`config.mk`:
```
export PLATFORM = sky130hd
export DESIGN_NAME = nt_subckt_eval_sched_flat
export DESIGN_NICKNAME = d
export VERILOG_FILES = /design/src/rtl/nt_sched_pkg.sv /design/src/rtl/nt_subckt_eval_sched_if.sv /design/src/rtl/nt_rr_arbiter.sv /design/src/rtl/nt_subckt_eval_sched.sv /design/src/flat_wrapper.sv
export SDC_FILE = /design/constraint.sdc
export NUM_CORES = 1
export LEC_CHECK = 0
export BUFFER_PORTS_ARGS = -buffer_cell sky130_fd_sc_hd__buf_2
export CORE_UTILIZATION = 55
export CTS_BUF_LIST = sky130_fd_sc_hd__clkbuf_8
export DETAILED_ROUTE_END_ITERATION = 8
export PLACE_DENSITY = 0.87
export SLEW_MARGIN = 20
export SYNTH_ARGS = -nofsm -noshare
export SYNTH_HDL_FRONTEND = slang
export SYNTH_SLANG_ARGS = --single-unit
```
`constraint.sdc`:
```
create_clock -name I1470_clk -period 3.7 [get_ports I1470_clk]
set_clock_uncertainty 0.15 [all_clocks]
set_input_delay 0.74 -clock I1470_clk [delete_from_list [all_inputs] [get_ports I1470_clk]]
set_output_delay 0.74 -clock I1470_clk [all_outputs]
set_load 0.005 [all_outputs]
```
`src/rtl/nt_sched_pkg.sv`:
```
// Shared types and constants for the Nt-node evaluation scheduler.
package nt_sched_pkg;

  typedef enum logic [1:0] {
    IDLE  = 2'd0,
    ISSUE = 2'd1,
    WAIT  = 2'd2,
    RESP  = 2'd3
  } sched_state_e;

  localparam int NREQ_DEF  = 4;
  localparam int DEPTH_DEF = 3;
  localparam int DW_DEF    = 1;

  // Width of a counter that must hold values 0..depth
  function automatic int cnt_width(input int depth);
    return $clog2(depth + 1);
  endfunction

endpackage

```
`src/rtl/nt_subckt_eval_sched_if.sv`:
```
// Bundle between the requesters/subcircuit side (master) and the scheduler (slave).
interface nt_subckt_eval_sched_if
  import nt_sched_pkg::*;
#(
  parameter int NREQ = NREQ_DEF,
  parameter int DW   = DW_DEF
);
  localparam int IW = $clog2(NREQ);

  logic [NREQ-1:0]    req;
  logic [NREQ*DW-1:0] op_a;
  logic [NREQ*DW-1:0] op_b;
  logic [NREQ*DW-1:0] op_c;
  logic [NREQ-1:0]    grant;
  logic [DW-1:0]      dp_a;
  logic [DW-1:0]      dp_b;
  logic [DW-1:0]      dp_c;
  logic               dp_en;
  logic [DW-1:0]      dp_q;
  logic               resp_valid;
  logic               resp_ready;
  logic [IW-1:0]      resp_id;
  logic [DW-1:0]      resp_data;
  logic               busy;

  modport master (
    output req, op_a, op_b, op_c, dp_q, resp_ready,
    input  grant, dp_a, dp_b, dp_c, dp_en, resp_valid, resp_id, resp_data, busy
  );

  modport slave (
    input  req, op_a, op_b, op_c, dp_q, resp_ready,
    output grant, dp_a, dp_b, dp_c, dp_en, resp_valid, resp_id, resp_data, busy
  );

endinterface

```
`src/rtl/nt_rr_arbiter.sv`:
```
// Combinational round-robin picker: first set request at or after ptr, wrapping.
module nt_rr_arbiter #(
  parameter  int NREQ = 4,
  localparam int IW   = $clog2(NREQ)
) (
  input  logic [NREQ-1:0] req,
  input  logic [IW-1:0]   ptr,
  output logic [NREQ-1:0] gnt,
  output logic [IW-1:0]   idx,
  output logic            any
);
  localparam int SW = IW + 1;

  logic [SW-1:0]   w_sum;
  logic [IW-1:0]   w_pos;
  logic [IW-1:0]   w_idx;
  logic            w_found;
  logic [NREQ-1:0] w_gnt;

  // Scan from ptr upward modulo NREQ and keep the first requester found
  always_comb begin
    w_sum   = '0;
    w_pos   = '0;
    w_idx   = '0;
    w_found = 1'b0;
    w_gnt   = '0;
    for (int i = 0; i < NREQ; i++) begin
      w_sum = {1'b0, ptr} + SW'(i);
      if (w_sum >= SW'(NREQ)) begin
        w_sum = w_sum - SW'(NREQ);
      end else begin
        w_sum = w_sum;
      end
      w_pos = w_sum[IW-1:0];
      if (!w_found && req[w_pos]) begin
        w_found = 1'b1;
        w_idx   = w_pos;
      end else begin
        w_found = w_found;
      end
    end
    if (w_found) begin
      w_gnt[w_idx] = 1'b1;
    end else begin
      w_gnt = '0;
    end
  end

  assign gnt = w_gnt;
  assign idx = w_idx;
  assign any = w_found;

endmodule

```
`src/rtl/nt_subckt_eval_sched.sv`:
```
// Shares one fixed-latency evaluation subcircuit among NREQ requesters:
// round-robin pick, one-cycle operand issue, wait DEPTH cycles, return result.
module nt_subckt_eval_sched
  import nt_sched_pkg::*;
#(
  parameter int NREQ  = NREQ_DEF,
  parameter int DEPTH = DEPTH_DEF,
  parameter int DW    = DW_DEF
) (
  input  logic                  I1470_clk,
  input  logic                  I1477_rst,
  nt_subckt_eval_sched_if.slave bus
);
  localparam int IW = $clog2(NREQ);
  localparam int CW = cnt_width(DEPTH);

  sched_state_e    r_state;
  sched_state_e    w_state_nxt;
  logic [IW-1:0]   r_ptr;
  logic [IW-1:0]   r_idx;
  logic [IW-1:0]   r_resp_id;
  logic [IW-1:0]   w_idx;
  logic [IW-1:0]   w_ptr_nxt;
  logic [NREQ-1:0] r_gnt;
  logic [NREQ-1:0] w_gnt;
  logic            w_any;
  logic [CW-1:0]   r_cnt;
  logic [DW-1:0]   r_dp_a;
  logic [DW-1:0]   r_dp_b;
  logic [DW-1:0]   r_dp_c;
  logic [DW-1:0]   r_resp_data;
  logic [DW-1:0]   w_op_a;
  logic [DW-1:0]   w_op_b;
  logic [DW-1:0]   w_op_c;

  nt_rr_arbiter #(.NREQ(NREQ)) u_arb (
    .req (bus.req),
    .ptr (r_ptr),
    .gnt (w_gnt),
    .idx (w_idx),
    .any (w_any)
  );

  // Operand slices belonging to the registered winner
  always_comb begin
    w_op_a = bus.op_a[int'(r_idx)*DW +: DW];
    w_op_b = bus.op_b[int'(r_idx)*DW +: DW];
    w_op_c = bus.op_c[int'(r_idx)*DW +: DW];
  end

  // Pointer advances to the slot just after the served requester
  always_comb begin
    if (r_idx == IW'(NREQ - 1)) begin
      w_ptr_nxt = '0;
    end else begin
      w_ptr_nxt = r_idx + IW'(1);
    end
  end

  // FSM state register
  always_ff @(posedge I1470_clk or negedge I1477_rst) begin
    if (!I1477_rst) begin
      r_state <= IDLE;
    end else begin
      r_state <= w_state_nxt;
    end
  end

  // FSM next-state decode
  always_comb begin
    w_state_nxt = r_state;
    case (r_state)
      IDLE: begin
        if (w_any) begin
          w_state_nxt = ISSUE;
        end else begin
          w_state_nxt = IDLE;
        end
      end
      ISSUE: begin
        w_state_nxt = WAIT;
      end
      WAIT: begin
        if (r_cnt == '0) begin
          w_state_nxt = RESP;
        end else begin
          w_state_nxt = WAIT;
        end
      end
      RESP: begin
        if (bus.resp_ready) begin
          w_state_nxt = IDLE;
        end else begin
          w_state_nxt = RESP;
        end
      end
      default: begin
        w_state_nxt = IDLE;
      end
    endcase
  end

  // Winner, operand hold, wait counter, result capture and fairness pointer
  always_ff @(posedge I1470_clk or negedge I1477_rst) begin
    if (!I1477_rst) begin
      r_ptr       <= '0;
      r_idx       <= '0;
      r_gnt       <= '0;
      r_cnt       <= '0;
      r_dp_a      <= '0;
      r_dp_b      <= '0;
      r_dp_c      <= '0;
      r_resp_id   <= '0;
      r_resp_data <= '0;
    end else begin
      case (r_state)
        IDLE: begin
          if (w_any) begin
            r_idx <= w_idx;
            r_gnt <= w_gnt;
          end
        end
        ISSUE: begin
          r_dp_a <= w_op_a;
          r_dp_b <= w_op_b;
          r_dp_c <= w_op_c;
          r_cnt  <= CW'(DEPTH - 1);
        end
        WAIT: begin
          if (r_cnt == '0) begin
            r_resp_data <= bus.dp_q;
            r_resp_id   <= r_idx;
          end else begin
            r_cnt <= r_cnt - CW'(1);
          end
        end
        RESP: begin
          if (bus.resp_ready) begin
            r_ptr <= w_ptr_nxt;
          end
        end
        default: begin
          r_cnt <= '0;
        end
      endcase
    end
  end

  // Outputs are decoded from registered state; operands pass through during ISSUE
  assign bus.grant      = (r_state == ISSUE) ? r_gnt : '0;
  assign bus.dp_en      = (r_state == ISSUE);
  assign bus.dp_a       = (r_state == ISSUE) ? w_op_a : r_dp_a;
  assign bus.dp_b       = (r_state == ISSUE) ? w_op_b : r_dp_b;
  assign bus.dp_c       = (r_state == ISSUE) ? w_op_c : r_dp_c;
  assign bus.resp_valid = (r_state == RESP);
  assign bus.resp_id    = r_resp_id;
  assign bus.resp_data  = r_resp_data;
  assign bus.busy       = (r_state != IDLE);

endmodule

```
`src/flat_wrapper.sv`:
```
// flat-port wrapper written by rule: the top's interface ports become plain ports
module nt_subckt_eval_sched_flat import nt_sched_pkg::*;
#(
  parameter int NREQ  = NREQ_DEF,
  parameter int DEPTH = DEPTH_DEF,
  parameter int DW    = DW_DEF
)
  (I1470_clk, I1477_rst, bus_req, bus_op_a, bus_op_b, bus_op_c, bus_dp_q, bus_resp_ready, bus_grant, bus_dp_a, bus_dp_b, bus_dp_c, bus_dp_en, bus_resp_valid, bus_resp_id, bus_resp_data, bus_busy);
  nt_subckt_eval_sched_if #(.NREQ(NREQ), .DW(DW)) bus_i ();
  input  logic I1470_clk;
  input  logic I1477_rst;
  input wire logic [$bits(bus_i.req)-1:0] bus_req;
  input wire logic [$bits(bus_i.op_a)-1:0] bus_op_a;
  input wire logic [$bits(bus_i.op_b)-1:0] bus_op_b;
  input wire logic [$bits(bus_i.op_c)-1:0] bus_op_c;
  input wire logic [$bits(bus_i.dp_q)-1:0] bus_dp_q;
  input wire logic [$bits(bus_i.resp_ready)-1:0] bus_resp_ready;
  output wire logic [$bits(bus_i.grant)-1:0] bus_grant;
  output wire logic [$bits(bus_i.dp_a)-1:0] bus_dp_a;
  output wire logic [$bits(bus_i.dp_b)-1:0] bus_dp_b;
  output wire logic [$bits(bus_i.dp_c)-1:0] bus_dp_c;
  output wire logic [$bits(bus_i.dp_en)-1:0] bus_dp_en;
  output wire logic [$bits(bus_i.resp_valid)-1:0] bus_resp_valid;
  output wire logic [$bits(bus_i.resp_id)-1:0] bus_resp_id;
  output wire logic [$bits(bus_i.resp_data)-1:0] bus_resp_data;
  output wire logic [$bits(bus_i.busy)-1:0] bus_busy;
  assign bus_i.req = bus_req;
  assign bus_i.op_a = bus_op_a;
  assign bus_i.op_b = bus_op_b;
  assign bus_i.op_c = bus_op_c;
  assign bus_i.dp_q = bus_dp_q;
  assign bus_i.resp_ready = bus_resp_ready;
  assign bus_grant = bus_i.grant;
  assign bus_dp_a = bus_i.dp_a;
  assign bus_dp_b = bus_i.dp_b;
  assign bus_dp_c = bus_i.dp_c;
  assign bus_dp_en = bus_i.dp_en;
  assign bus_resp_valid = bus_i.resp_valid;
  assign bus_resp_id = bus_i.resp_id;
  assign bus_resp_data = bus_i.resp_data;
  assign bus_busy = bus_i.busy;
  nt_subckt_eval_sched #(.NREQ(NREQ), .DEPTH(DEPTH), .DW(DW)) u_core (.I1470_clk(I1470_clk), .I1477_rst(I1477_rst), .bus(bus_i));
endmodule
```
; ---- Yosys cells after proc, flatten, opt, wreduce, memory -nomap -nowiden
; Index checks and enable logic that the tools add are counted.
[totals]
ff_bits = 18
inputBits = 20
output_inout_bits = 13
word_cells = 85
[classes]
n_addsub = 9
order_cmp = 10
eq_ne = 5
n_shift = 3
muxes = 33
n_reduce_logical = 15
[ops]
columns = op, n
row1 = 2-bit 2-to-1 mux, 11
row2 = "2-bit by 3-bit less-than comparator with 1-bit output, second input constant", 5
row3 = 1-bit 2-to-1 mux, 14
row4 = 4-bit by 3-bit variable part select with 1-bit output, 3
row5 = "2-bit by 1-bit subtractor with 2-bit output, second input constant", 5
row6 = "3-bit >= comparator, second input constant", 3
row7 = 1-bit binary-select mux with 2-bit select, 4
row8 = 2-bit one-hot mux with 4 select lines, 1
row9 = 2-bit AND reduction, 4
row10 = "2-bit by 2-bit adder with 3-bit output, second input constant", 2
row11 = "2-bit equality test, second input constant", 3
row12 = 1-bit logical AND, 4
row13 = 2-bit logical NOT, 2
row14 = 4-bit 2-to-1 mux, 1
row15 = 2-bit one-hot mux with 2 select lines, 1
row16 = 2-bit nonzero test, 2
row17 = "2-bit by 1-bit adder with 3-bit output, second input constant", 1
row18 = "2-bit by 3-bit >= comparator with 1-bit output, second input constant", 1
row19 = 1-bit logical NOT, 3
row20 = "2-bit by 1-bit adder with 2-bit output, second input constant", 1
row21 = 1-bit demux with 2-bit select, 1
row22 = "2-bit by 1-bit equality test with 1-bit output, second input constant", 1
row23 = "2-bit by 1-bit >= comparator with 1-bit output, second input constant", 1
row24 = "2-bit != test, second input constant", 1

; ---- Logic depth before layout (Yosys ltp)
; Gate-level depths: netlist of run 1.
[depth]
depth_word = 18
ltp_mapped = 5
depth_no_buf = 5

; ---- By module
; From an unflattened synthesis of run 1, not the netlist that was laid out.
[hier_totals]
hier_cells = 99
hier_area_um2 = 1103.6
[modules_own_cells]
columns = mod, instances, cells_each, area_each_um2, seq_area_each_um2
row1 = nt_subckt_eval_sched, 1, 66, 892.1, 450.4
row2 = nt_rr_arbiter, 1, 33, 211.5, 0.0

; ---- Worst setup path before layout of run 1
; OpenSTA, ideal clock, no wires.
[synth_path]
path_type = input port to output port
from = input port bus_op_a[3]
to = output port bus_dp_a
arrival_ns = 1.457
required_time_ns = 2.810
setup_slack_ns = 1.353
path_stages = 2
path_buffers = 0
path_cell_list = mux4_2 mux2_2
[synth_between]
elab_chain_len = 2
[synth_rtl]
columns = item, line_no
row1 = from (decl), flat_wrapper.sv:13  ; input wire logic [$bits(bus_i.op_a)-1:0] bus_op_a;
row2 = 4-bit by 3-bit variable part select with 1-bit output, nt_subckt_eval_sched.sv:46  ; w_op_a = bus.op_a[int'(r_idx)*DW +: DW];
row3 = 1-bit 2-to-1 mux, -
row4 = to (decl), flat_wrapper.sv:19  ; output wire logic [$bits(bus_i.dp_a)-1:0] bus_dp_a;
; Every way passes these cells.

; ---- Worst setup path in the final report of run 1
[layout_path]
from = register u_core.r_state[0]
to = output port bus_dp_b
[layout_between]
elab_chain_len = 2
[layout_rtl]
columns = item, line_no
row1 = from (decl), nt_subckt_eval_sched.sv:17  ; sched_state_e r_state;
row2 = from (signal assigned), nt_subckt_eval_sched.sv:65  ; r_state <= w_state_nxt;
row3 = 2-bit by 1-bit equality test with 1-bit output, nt_subckt_eval_sched.sv:153  ; assign bus.dp_b = (r_state == ISSUE) ? w_op_b : r_dp_b;
row4 = 1-bit 2-to-1 mux, nt_subckt_eval_sched.sv:153
row5 = to (decl), flat_wrapper.sv:20  ; output wire logic [$bits(bus_i.dp_b)-1:0] bus_dp_b;
; Every way passes these cells.

==> run metrics, run 1 <==
fin nets 142; share of cells above drive strength 1 42.0%; # setup viols final 0; post-synthesis cell type count 26; Max Cap Violations 0; First-pass DRT Iterations 6; first-pass GRT wire length 3130 um; clock sinks 18; DPL Wire Length 1410 um; Worst Setup End Kind output port; Num CTS Buffers 3; Syn Nets 108; Iter 0 DRT Violations 7; Remaining DRCs 2; Startpoint Class register; Reg-to-Reg End u_core.r_gnt[3]$_DFFE_PN0P_; Data arrival, critical path 1.72 ns; initial antenna violation count 0; insertion delay to the later sink of the worst-skew pair 0.25 ns; Setup Fix Bufs, Post-CTS 0; n_diodes 0; most frequent cells in the layout buf_2 (32), dfrtp_1 (18), nand2_1 (9); Worst Hold Class in2async; Vias 773; CP endpoint bus_dp_b; row count 14; max_slew headroom 29.3%; Slew Limit Fails 0; Reg2Reg Depth 4; RSZ-0062 raised after global routing false; layout filler cell count 116; drt via density 5.73; Worst-Margin Slew 1.05 ns; crit share post-route 70.7%; Post-Route WL 1860 um; register area share after synthesis 47.2%; Root Buffer clkbuf_8; GRT overflow 0; die area 0.00190 sq mm; antenna-violating nets left 0; worst r2r src u_core.r_ptr[1]$_DFFE_PN0P_; synthesized instance count 86; status finished, violations left; Cell Area, Synth 953 sq um; GPL Wtd Cong 0.733; Setup TNS 0 ns; post-synth top area cell dfrtp_1; WS Path Type reg2out; Pwr Density 793 mW/mm^2; Clock Tree Buf Depth 2; Hold Vio Cnt, Final 0; top post-synthesis cells by area dfrtp_1 (47%), mux2_2 (8.3%), mux4_2 (7.1%); Lkg Pwr 0.000570 uW; Die Width 43.6 um; routed len/inst 13.8 um; fmax 383 MHz; Core ar. 0.00156 sq mm; CTS H-Tree Depth 1; Tot GR Track Use 22.9%; critical path startpoint u_core.r_state[0]$_DFF_PN0_; Worst-path clk slew 0.07 ns; Die H 43.6 um; VDD IR-drop max 0.491 mV; Buffers on Ports 32; pre-CTS setup slack 1.12 ns; post-CTS resize count 0; Yosys top cell area share 47.2%; Yosys reg bits 18; failing checks DRC; commonest non-fill, non-tap cell in the layout buf_2; number of global-route vias before repair 666; CTS tree done; CP required 2.81 ns; warnings from Yosys 0; initial core utilization 61.2%; boundary pin count 33; largest net degree at the start of global routing 19; Area growth syn-to-layout 22.7%; Final Critical Period 2.61 ns; post-synthesis average cell area 11.1 sq um; critical path fanouts, max 8; internal reg-to-reg setup slack 2.06 ns; cts hold-fix bufs 0; post-route setup slack 1.09 ns
## cell usage after synthesis, drive strengths merged
| master | instances |
|---|---|
| nand3b | 1 |
| clkbuf | 2 |
| nor3b | 1 |
| nor3 | 2 |
| o22ai | 2 |
| inv | 5 |
| o22a | 2 |
| mux2 | 7 |
| nor2 | 3 |
| dfrtp | 18 |
| o41ai | 1 |
| mux4 | 3 |
| nand2 | 9 |
| and2 | 6 |
| a21oi | 6 |
| mux2i | 1 |
| o21a | 1 |
| nand2b | 2 |
| o21ai | 4 |
| nor2b | 1 |
| ha | 2 |
| or3 | 1 |
| buf | 1 |
| o31ai | 5 |
## sequential cells by signal, indices dropped and copies added, names as in the netlist
signal and count:
u_core.bus.resp_id 2, u_core.r_gnt 4, u_core.r_dp_a 1, u_core.r_ptr 2
u_core.r_dp_b 1, u_core.r_cnt 2, u_core.r_idx 2, u_core.r_state 2
u_core.bus.resp_data 1, u_core.r_dp_c 1
## worst max-delay path, cell delays in order (launching register included)
cell,delay (ns)
dfrtp_1,0.45
nor2b_1,0.49
mux2_2,0.41
buf_2,0.13
## worst min path at each step
stage	from	endpoint	slack, ns	cells past startpoint
after floorplan	I1477_rst	u_core.bus.resp_data$_DFFE_PN0P_	0.29	0
after detailed placement	u_core.r_gnt[2]$_DFFE_PN0P_	u_core.r_gnt[2]$_DFFE_PN0P_	0.31	2
after global placement	u_core.r_gnt[3]$_DFFE_PN0P_	u_core.r_gnt[3]$_DFFE_PN0P_	0.30	2
after CTS	I1477_rst	u_core.r_gnt[3]$_DFFE_PN0P_	0.26	1
final	I1477_rst	u_core.r_dp_a$_DFF_PN0_	0.25	1
after global routing	I1477_rst	u_core.r_dp_a$_DFF_PN0_	0.28	1
## power breakdown
part | switching [uW] | internal [uW]
Sequential | 81.5 | 291
Combinational | 185 | 213
Clock | 63.2 | 94.5
## final cells by class
class	instances	area [sq um]	share of cell area (%)
inverter	5	18.8	1.60
clock buffer	4	55.1	4.71
sequential	18	450	38.5
tap	16	20.0	1.71
multi-input combinational	60	465	39.8
timing repair buffer	32	160	13.7
## per-stage QoR
stage	total power [uW]	hold WS, ns	instance area (sq um)	util, %	cells
finish	928	0.252	1170	75.0	135
global route	1000	0.283	1170	75.0	135
CTS	939	0.264	1170	75.0	135
detailed placement	773	0.311	1110	71.5	131
global placement	747	0.302	1110	71.5	131
floorplan	652	0.290	953	-	86
## cell families (layout without fill, tap and decap cells)
logic type | after synthesis | count (layout) | share of synthesized area [%]
and+or+nand+nor | 26 | 26 | 14.4
DFF | 18 | 18 | 47.2
AOI/OAI and AO/OA | 21 | 21 | 15.4
buffers and inverters | 8 | 41 | 3.94
muxes | 11 | 11 | 16.4
adders and majority gates | 2 | 2 | 2.62
## metal layers
layer	track usage [%]	wire (um)
met4	4.38	0
met2	37.6	977
met1	30.7	783
met5	0	0
met3	6.25	99
Power figures use the tool's default switching activity.
==> run 2, diff against run 1 <==
--- a/config.mk
+++ b/config.mk
@@ -5,11 +5,12 @@
 export SDC_FILE = /design/constraint.sdc
 export NUM_CORES = 1
 export LEC_CHECK = 0
+export ABC_AREA = 1
 export BUFFER_PORTS_ARGS = -buffer_cell sky130_fd_sc_hd__buf_2
-export CORE_UTILIZATION = 55
+export CORE_UTILIZATION = 54
 export CTS_BUF_LIST = sky130_fd_sc_hd__clkbuf_8
 export DETAILED_ROUTE_END_ITERATION = 8
-export PLACE_DENSITY = 0.87
+export PLACE_DENSITY = 0.82
 export SLEW_MARGIN = 20
 export SYNTH_ARGS = -nofsm -noshare
 export SYNTH_HDL_FRONTEND = slang
==> constraint.sdc (replaced) <==
create_clock -name I1470_clk -period 2.5 [get_ports I1470_clk]
set_clock_uncertainty 0.15 [all_clocks]
set_input_delay 0.5 -clock I1470_clk [delete_from_list [all_inputs] [get_ports I1470_clk]]
set_output_delay 0.5 -clock I1470_clk [all_outputs]
set_load 0.005 [all_outputs]
==> run 2 against run 1 <==
Clock power is 54% higher; power is 100% higher; register-to-register slack worse by 1.4 ns; die area is 28% higher; utilization is 4.6 points lower; via count is 52% higher; synthesized cell count is 110% higher; worst setup slack worse by 0.88 ns; the flow now finishes without violations; clock-buffer cell count stayed put; sequential share of layout area is 7.2 points lower; critical path type unchanged; global-route usage is 2.8 points higher; critical path depth is 2 higher.
==> run metrics, run 2 <==
Reg2Reg Depth 10 (+6); clock power share 13.0% (-4.0 points); boundary pin count 33 (unchanged); max_slew headroom 59.6% (+30 points); combinational share of power 59.0% (+16 points); Post-synth EDFFs 0 (unchanged); Post-Route WL 2710 um (+45%); worst r2r src u_core.r_ptr[0]$_DFFE_PN0P_; Clock Tree Buf Depth 2 (unchanged); Cell Area, Synth 0.00122 sq mm (+28%); Pwr Density 1300 mW/mm^2 (+64%); Final Critical Period 2.29 ns; commonest non-fill, non-tap cell in the layout nand2_1; post-route setup slack 0.210 ns (-0.876 ns); Die Width 49.5 um (+13%); DPL Wire Length 2060 um (+46%); RSZ-0062 raised after global routing false; Startpoint Class register; First-pass DRT Iterations 4 (-2); insertion delay to the later sink of the worst-skew pair 0.26 ns (about the same); clock sinks 18 (unchanged); largest net degree at the start of global routing 19 (unchanged); crit share post-route 91.6%; internal reg-to-reg setup slack 0.64 ns (-1.42 ns); Top FF cell, synth dfrtp_1; row count 16 (+2); die area 0.00245 sq mm (+28%); max reg flops 4 (unchanged); WHS 0.0123 ns (-0.240 ns); post-synthesis cell type count 21 (-19%); most frequent cell after synthesis nand2_1; Worst-Margin Slew 0.604 ns (-0.446 ns); Net Sw Frac 48.4% (+13 points); Post-Place Cells 235 (+79%); Die H 49.5 um (+13%); sequential share of power 28.0% (-12 points); post-synth top area cell dfrtp_1; initial core utilization 59.6% (-1.6 points); Setup Fix Bufs, Post-CTS 0 (unchanged); routed len/inst 11.3 um (-18%); VDD IR-drop max 0.753 mV (+53%); Slew Limit Fails 0 (unchanged); layout filler cell count 199 (+72%); Syn Nets 201 (+86%); Num CTS Buffers 3 (unchanged); commonest cells in the netlist nand2_1 (53), nor2_1 (31), inv_1 (23), dfrtp_1 (18), nand3_1 (11); cts hold-fix bufs 0 (unchanged); n_diodes 0 (unchanged); initial antenna violation count 0 (unchanged); Data arrival, critical path 1.64 ns (-0.08 ns); Root Buffer clkbuf_8; internal power 967 uW (+62%); Core ar. 0.00204 sq mm (+31%); register area share after synthesis 37.0% (-10 points); Hold Vio Cnt, Final 0 (unchanged); GRT overflow 0 (unchanged); Setup TNS 0 ns (unchanged); WS Path Type reg2out; synthesized instance count 179 (+110%); Worst Hold Class in2async; warnings from Yosys 0 (unchanged); Area growth syn-to-layout 18.3%; post-synthesis average cell area 6.79 sq um (-39%); Post-synth ARST share 100% (unchanged); Worst-path clk slew 0.07 ns (about the same); CP required 1.85 ns (-0.96 ns); Lkg Pwr 0.000823 uW (+44%); critical path fanouts, max 9 (+1); Reg-to-Reg End u_core.r_gnt[3]$_DFFE_PN0P_; Worst Setup End Kind output port; Yosys top cell area share 37.0% (-10 points); # setup viols final 0 (unchanged); Yosys reg bits 18 (unchanged); number of global-route vias before repair 1176 (+77%); final cell count without fillers 239 (+77%); Pwr Total 1880 uW (+100%); share of cells above drive strength 1 26.9% (-15 points); CTS H-Tree Depth 1 (unchanged); NetSw 908 uW (+180%); GPL Wtd Cong 0.877 (+20%); Vias 1174 (+52%); pre-CTS setup slack 0.509 ns (-0.608 ns); Remaining DRCs 0 (-2); first-pass GRT wire length 4830 um (+54%); Buffers on Ports 32 (unchanged); Max Cap Violations 0 (unchanged); Tot GR Track Use 25.6% (+2.8 points); drt via density 4.91 (-14%); Iter 0 DRT Violations 28 (+21); Reg with most FFs u_core.r_gnt; top post-synthesis cells by area dfrtp_1 (37%), nand2_1 (16%), nor2_1 (9.6%); post-CTS resize count 0 (unchanged); most frequent cells in the layout nand2_1 (53), buf_2 (32), nor2_1 (31); antenna-violating nets left 0 (unchanged); CTS tree done; status completed; fin nets 235 (+65%); fmax 437 MHz
-- run 2: cell types whose count changed after synthesis, sizes merged, moves of 3 or more --
cell | before | now
nand3 | 0 | 13
mux2 | 7 | 1
inv | 5 | 25
nand2 | 9 | 65
o31ai | 5 | 0
mux4 | 3 | 0
nor2 | 3 | 33
and2 | 6 | 0
a31oi | 0 | 3
a21oi | 6 | 0
o21ai | 4 | 12
-- run 2: stage by stage --
stage	instance area, sq um	utilization, %
floorplan	1220	-
global placement	1380	67.8
detailed placement	1380	67.8
CTS	1440	70.5
global route	1440	70.5
finish	1440	70.5
-- run 2: worst max-delay path by stage --
stage	from	end	cells after the start
global placement	u_core.r_state[1]$_DFF_PN0_	bus_grant[1]	4
detailed placement	u_core.r_state[0]$_DFF_PN0_	bus_dp_c	5
floorplan	u_core.r_state[1]$_DFF_PN0_	bus_grant[0]	3
global route	u_core.r_state[0]$_DFF_PN0_	bus_grant[3]	5
CTS	u_core.r_state[0]$_DFF_PN0_	bus_dp_c	5
finish	u_core.r_state[0]$_DFF_PN0_	bus_grant[3]	5
-- run 2: cell families after synthesis --
group                    count (synthesis)  share of synthesized area [%]
AND/OR/NAND/NOR                        112                           41.5
buffers and inverters                   29                           10.5
multiplexers                             1                          0.926
adder cells (fa/ha/maj)                  2                           2.06
AO/OA/AOI/OAI                           17                           8.03
flip-flops                              18                           37.0
-- run 2: per-layer routing --
layer / GRT usage, % / vias to the layer above / part of all wire, %
met1: 32.0 / 524 / 45
met2: 44.1 / 26 / 50
li1: - / 618 / -
met5: 0 / - / 0
met4: 12.9 / 0 / 2.2
met3: 2.47 / 6 / 2.7
-- run 2: worst max-delay path, stage by stage, from the launching register on --
cell and delay, ns:
dfrtp_1 0.39, inv_1 0.06, nor2_1 0.47, inv_1 0.22
nor2_1 0.13, buf_2 0.12
-- run 2: layout make-up --
class                      count  area (sq um)  area share (%)
clock buffer                   4          55.1            3.83
inverter                      25          93.8            6.52
multi-input combinational    132           638            44.3
sequential                    18           450            31.3
tap                           27          33.8            2.35
timing repair buffer          33           168            11.7
-- run 2: power by group through the flow --
stage	clock, uW	combinational (uW)	sequential [uW]
after floorplan	0	885	495
after global placement	0	1050	520
after detailed placement	0	1090	531
after CTS	248	1100	526
after global routing	257	1270	543
final	244	1110	526
==> run 3, diff against run 2 <==
--- a/config.mk
+++ b/config.mk
@@ -10,6 +10,7 @@
 export CORE_UTILIZATION = 54
 export CTS_BUF_LIST = sky130_fd_sc_hd__clkbuf_8
 export DETAILED_ROUTE_END_ITERATION = 8
+export GPL_TIMING_DRIVEN = 0
 export PLACE_DENSITY = 0.82
 export SLEW_MARGIN = 20
 export SYNTH_ARGS = -nofsm -noshare
==> run 3 against run 2 <==
Non-clock buffer count is 3 higher; hold slack worse by 0.0069 ns; fmax is 0.19% higher; critical endpoint is now bus_grant[1]; largest power group unchanged; sequential power is 4% lower; combinational power is 5% higher; worst setup slack better by 0.0045 ns; die area stayed put; global-route usage is 2.3 points lower; clock power is 16% lower; cell area is 0.87% higher; clock-buffer cell count is 1 lower.
==> run metrics, run 3 (synthesized netlist as in run 2, its figures left out) <==
CP required 1.85 ns (about the same); Worst-Margin Slew 0.602 ns (-0.00164 ns); Slew Limit Fails 0 (unchanged); max reg flops 4 (unchanged); Area growth syn-to-layout 19.3%; Vias 1232 (+4.9%); number of global-route vias before repair 1129 (-4.0%); insertion delay to the later sink of the worst-skew pair 0.26 ns (about the same); Net Sw Frac 48.1% (-0.31 points); antenna-violating nets left 0 (unchanged); routed len/inst 10.6 um (-6.0%); WS Path Type reg2out; CTS tree done; NetSw 901 uW (-0.77%); # setup viols final 0 (unchanged); initial core utilization 59.6% (unchanged); boundary pin count 33 (unchanged); clock power share 11.0% (-2.0 points); RSZ-0062 raised after global routing false; combinational share of power 62.0% (+3.0 points); Worst Hold Class in2async; multi-input logic area 638 sq um (unchanged); critical path fanouts, max 9 (unchanged); layout filler cell count 187 (-6.0%); Post-Route WL 2560 um (-5.2%); Pwr Density 1290 mW/mm^2 (-1.0%); drt via density 5.11 (+4.1%); DPL Wire Length 2030 um (-1.8%); largest net degree at the start of global routing 19 (unchanged); Setup TNS 0 ns (unchanged); final cell count without fillers 241 (+0.84%); internal power 972 uW (+0.46%); commonest non-fill, non-tap cell in the layout nand2_1; fmax 437 MHz (+0.19%); Remaining DRCs 0 (unchanged); Post-Place Cells 238 (+1.3%); first-pass GRT wire length 4440 um (-8.2%); Worst-path clk slew 0.07 ns (about the same); max_slew headroom 59.7% (+0.11 points); Data arrival, critical path 1.64 ns (about the same); most frequent cells in the layout nand2_1 (53), buf_2 (32), nor2_1 (31); Hold Vio Cnt, Final 0 (unchanged); GPL Wtd Cong 0.853 (-2.8%); row count 16 (unchanged); Lkg Pwr 0.000829 uW (+0.73%); GRT overflow 0 (unchanged); share of cells above drive strength 1 27.1% (+0.22 points); Num CTS Buffers 3 (unchanged); crit share post-route 91.4% (-0.18 points); Startpoint Class register; Buffers on Ports 32 (unchanged); Worst Setup End Kind output port; n_diodes 0 (unchanged); Iter 0 DRT Violations 36 (+29%); Reg area 450 sq um (unchanged); Clock Tree Buf Depth 2 (unchanged); Die H 49.5 um (unchanged); First-pass DRT Iterations 4 (unchanged); Root Buffer clkbuf_8; fin nets 238 (+1.3%); Max Cap Violations 0 (unchanged); die area 0.00245 sq mm (unchanged); initial antenna violation count 0 (unchanged); VDD IR-drop max 0.778 mV (+3.3%); cts hold-fix bufs 0 (unchanged); Reg with most FFs u_core.r_gnt; Final Critical Period 2.29 ns (-0.00446 ns); Core ar. 0.00204 sq mm (unchanged); clock sinks 18 (unchanged); Tot GR Track Use 23.4% (-2.3 points); sequential share of power 27.0% (-1.0 points); Die Width 49.5 um (unchanged); status completed; post-CTS resize count 0 (unchanged); Setup Fix Bufs, Post-CTS 0 (unchanged); CTS H-Tree Depth 1 (unchanged)
==> run 3: worst paths after layout <==
check | start | to | slack, ns | depth (start not counted)
setup / recovery | u_core.r_state[1]$_DFF_PN0_ | bus_grant[1] | 0.21 | 4
max in group asynchronous | I1477_rst | u_core.r_dp_c$_DFF_PN0_ | 1.91 | 1
min in group I1470_clk | u_core.r_cnt[0]$_DFFE_PN0P_ | u_core.r_cnt[0]$_DFFE_PN0P_ | 0.32 | 2
hold reg to reg | u_core.r_cnt[0]$_DFFE_PN0P_ | u_core.r_cnt[0]$_DFFE_PN0P_ | 0.32 | 2
hold / removal | I1477_rst | u_core.r_gnt[2]$_DFFE_PN0P_ | 0.005 | 1
setup reg to reg | u_core.r_ptr[0]$_DFFE_PN0P_ | u_core.r_gnt[2]$_DFFE_PN0P_ | 0.78 | 12
==> run 3: power by group through the flow <==
stage | Clock [uW] | Sequential [uW] | Combinational, uW
global route | 217 | 522 | 1320
global placement | 0 | 505 | 1110
CTS | 210 | 506 | 1160
detailed placement | 0 | 510 | 1160
finish | 206 | 506 | 1160
floorplan | 0 | 495 | 885
==> run 3: worst max-delay path: stages, from the launching register on <==
cell	delay, ns
dfrtp_1	0.41
nor2_1	0.49
inv_1	0.22
nor2_1	0.13
buf_2	0.12
==> run 3: per-layer routing <==
layer  up-vias  track usage (%)  share of wire [%]  wire length (um)
met3         5             3.09                4.6               118
met5         -                0                  0                 0
met1       563             29.1                 46              1190
met4         0             10.0                1.5                38
met2        47             40.4                 47              1220
li1        617                -                  -                 -
==> run 3: metrics by stage <==
step / worst slack, ns / total power (uW) / utilization (%) / hold WS, ns / area (sq um)
floorplan: 0.809 / 1380 / - / 0.0544 / 1220
global placement: 0.527 / 1620 / 69.1 / 0.293 / 1410
detailed placement: 0.441 / 1670 / 69.1 / 0.294 / 1410
CTS: 0.149 / 1880 / 71.1 / 0.0134 / 1450
global route: 0.0649 / 2060 / 71.1 / 0.0377 / 1450
finish: 0.214 / 1870 / 71.1 / 0.00543 / 1450
==> run 3: area by class of cell <==
type                            count  area share (%)
Inverter                           25            6.47
Buffer                              4            2.33
Multi-Input combinational cell    132            44.0
Timing Repair Buffer               32            11.0
Sequential cell                    18            31.0
Tap cell                           27            2.33
Clock buffer                        3            2.84
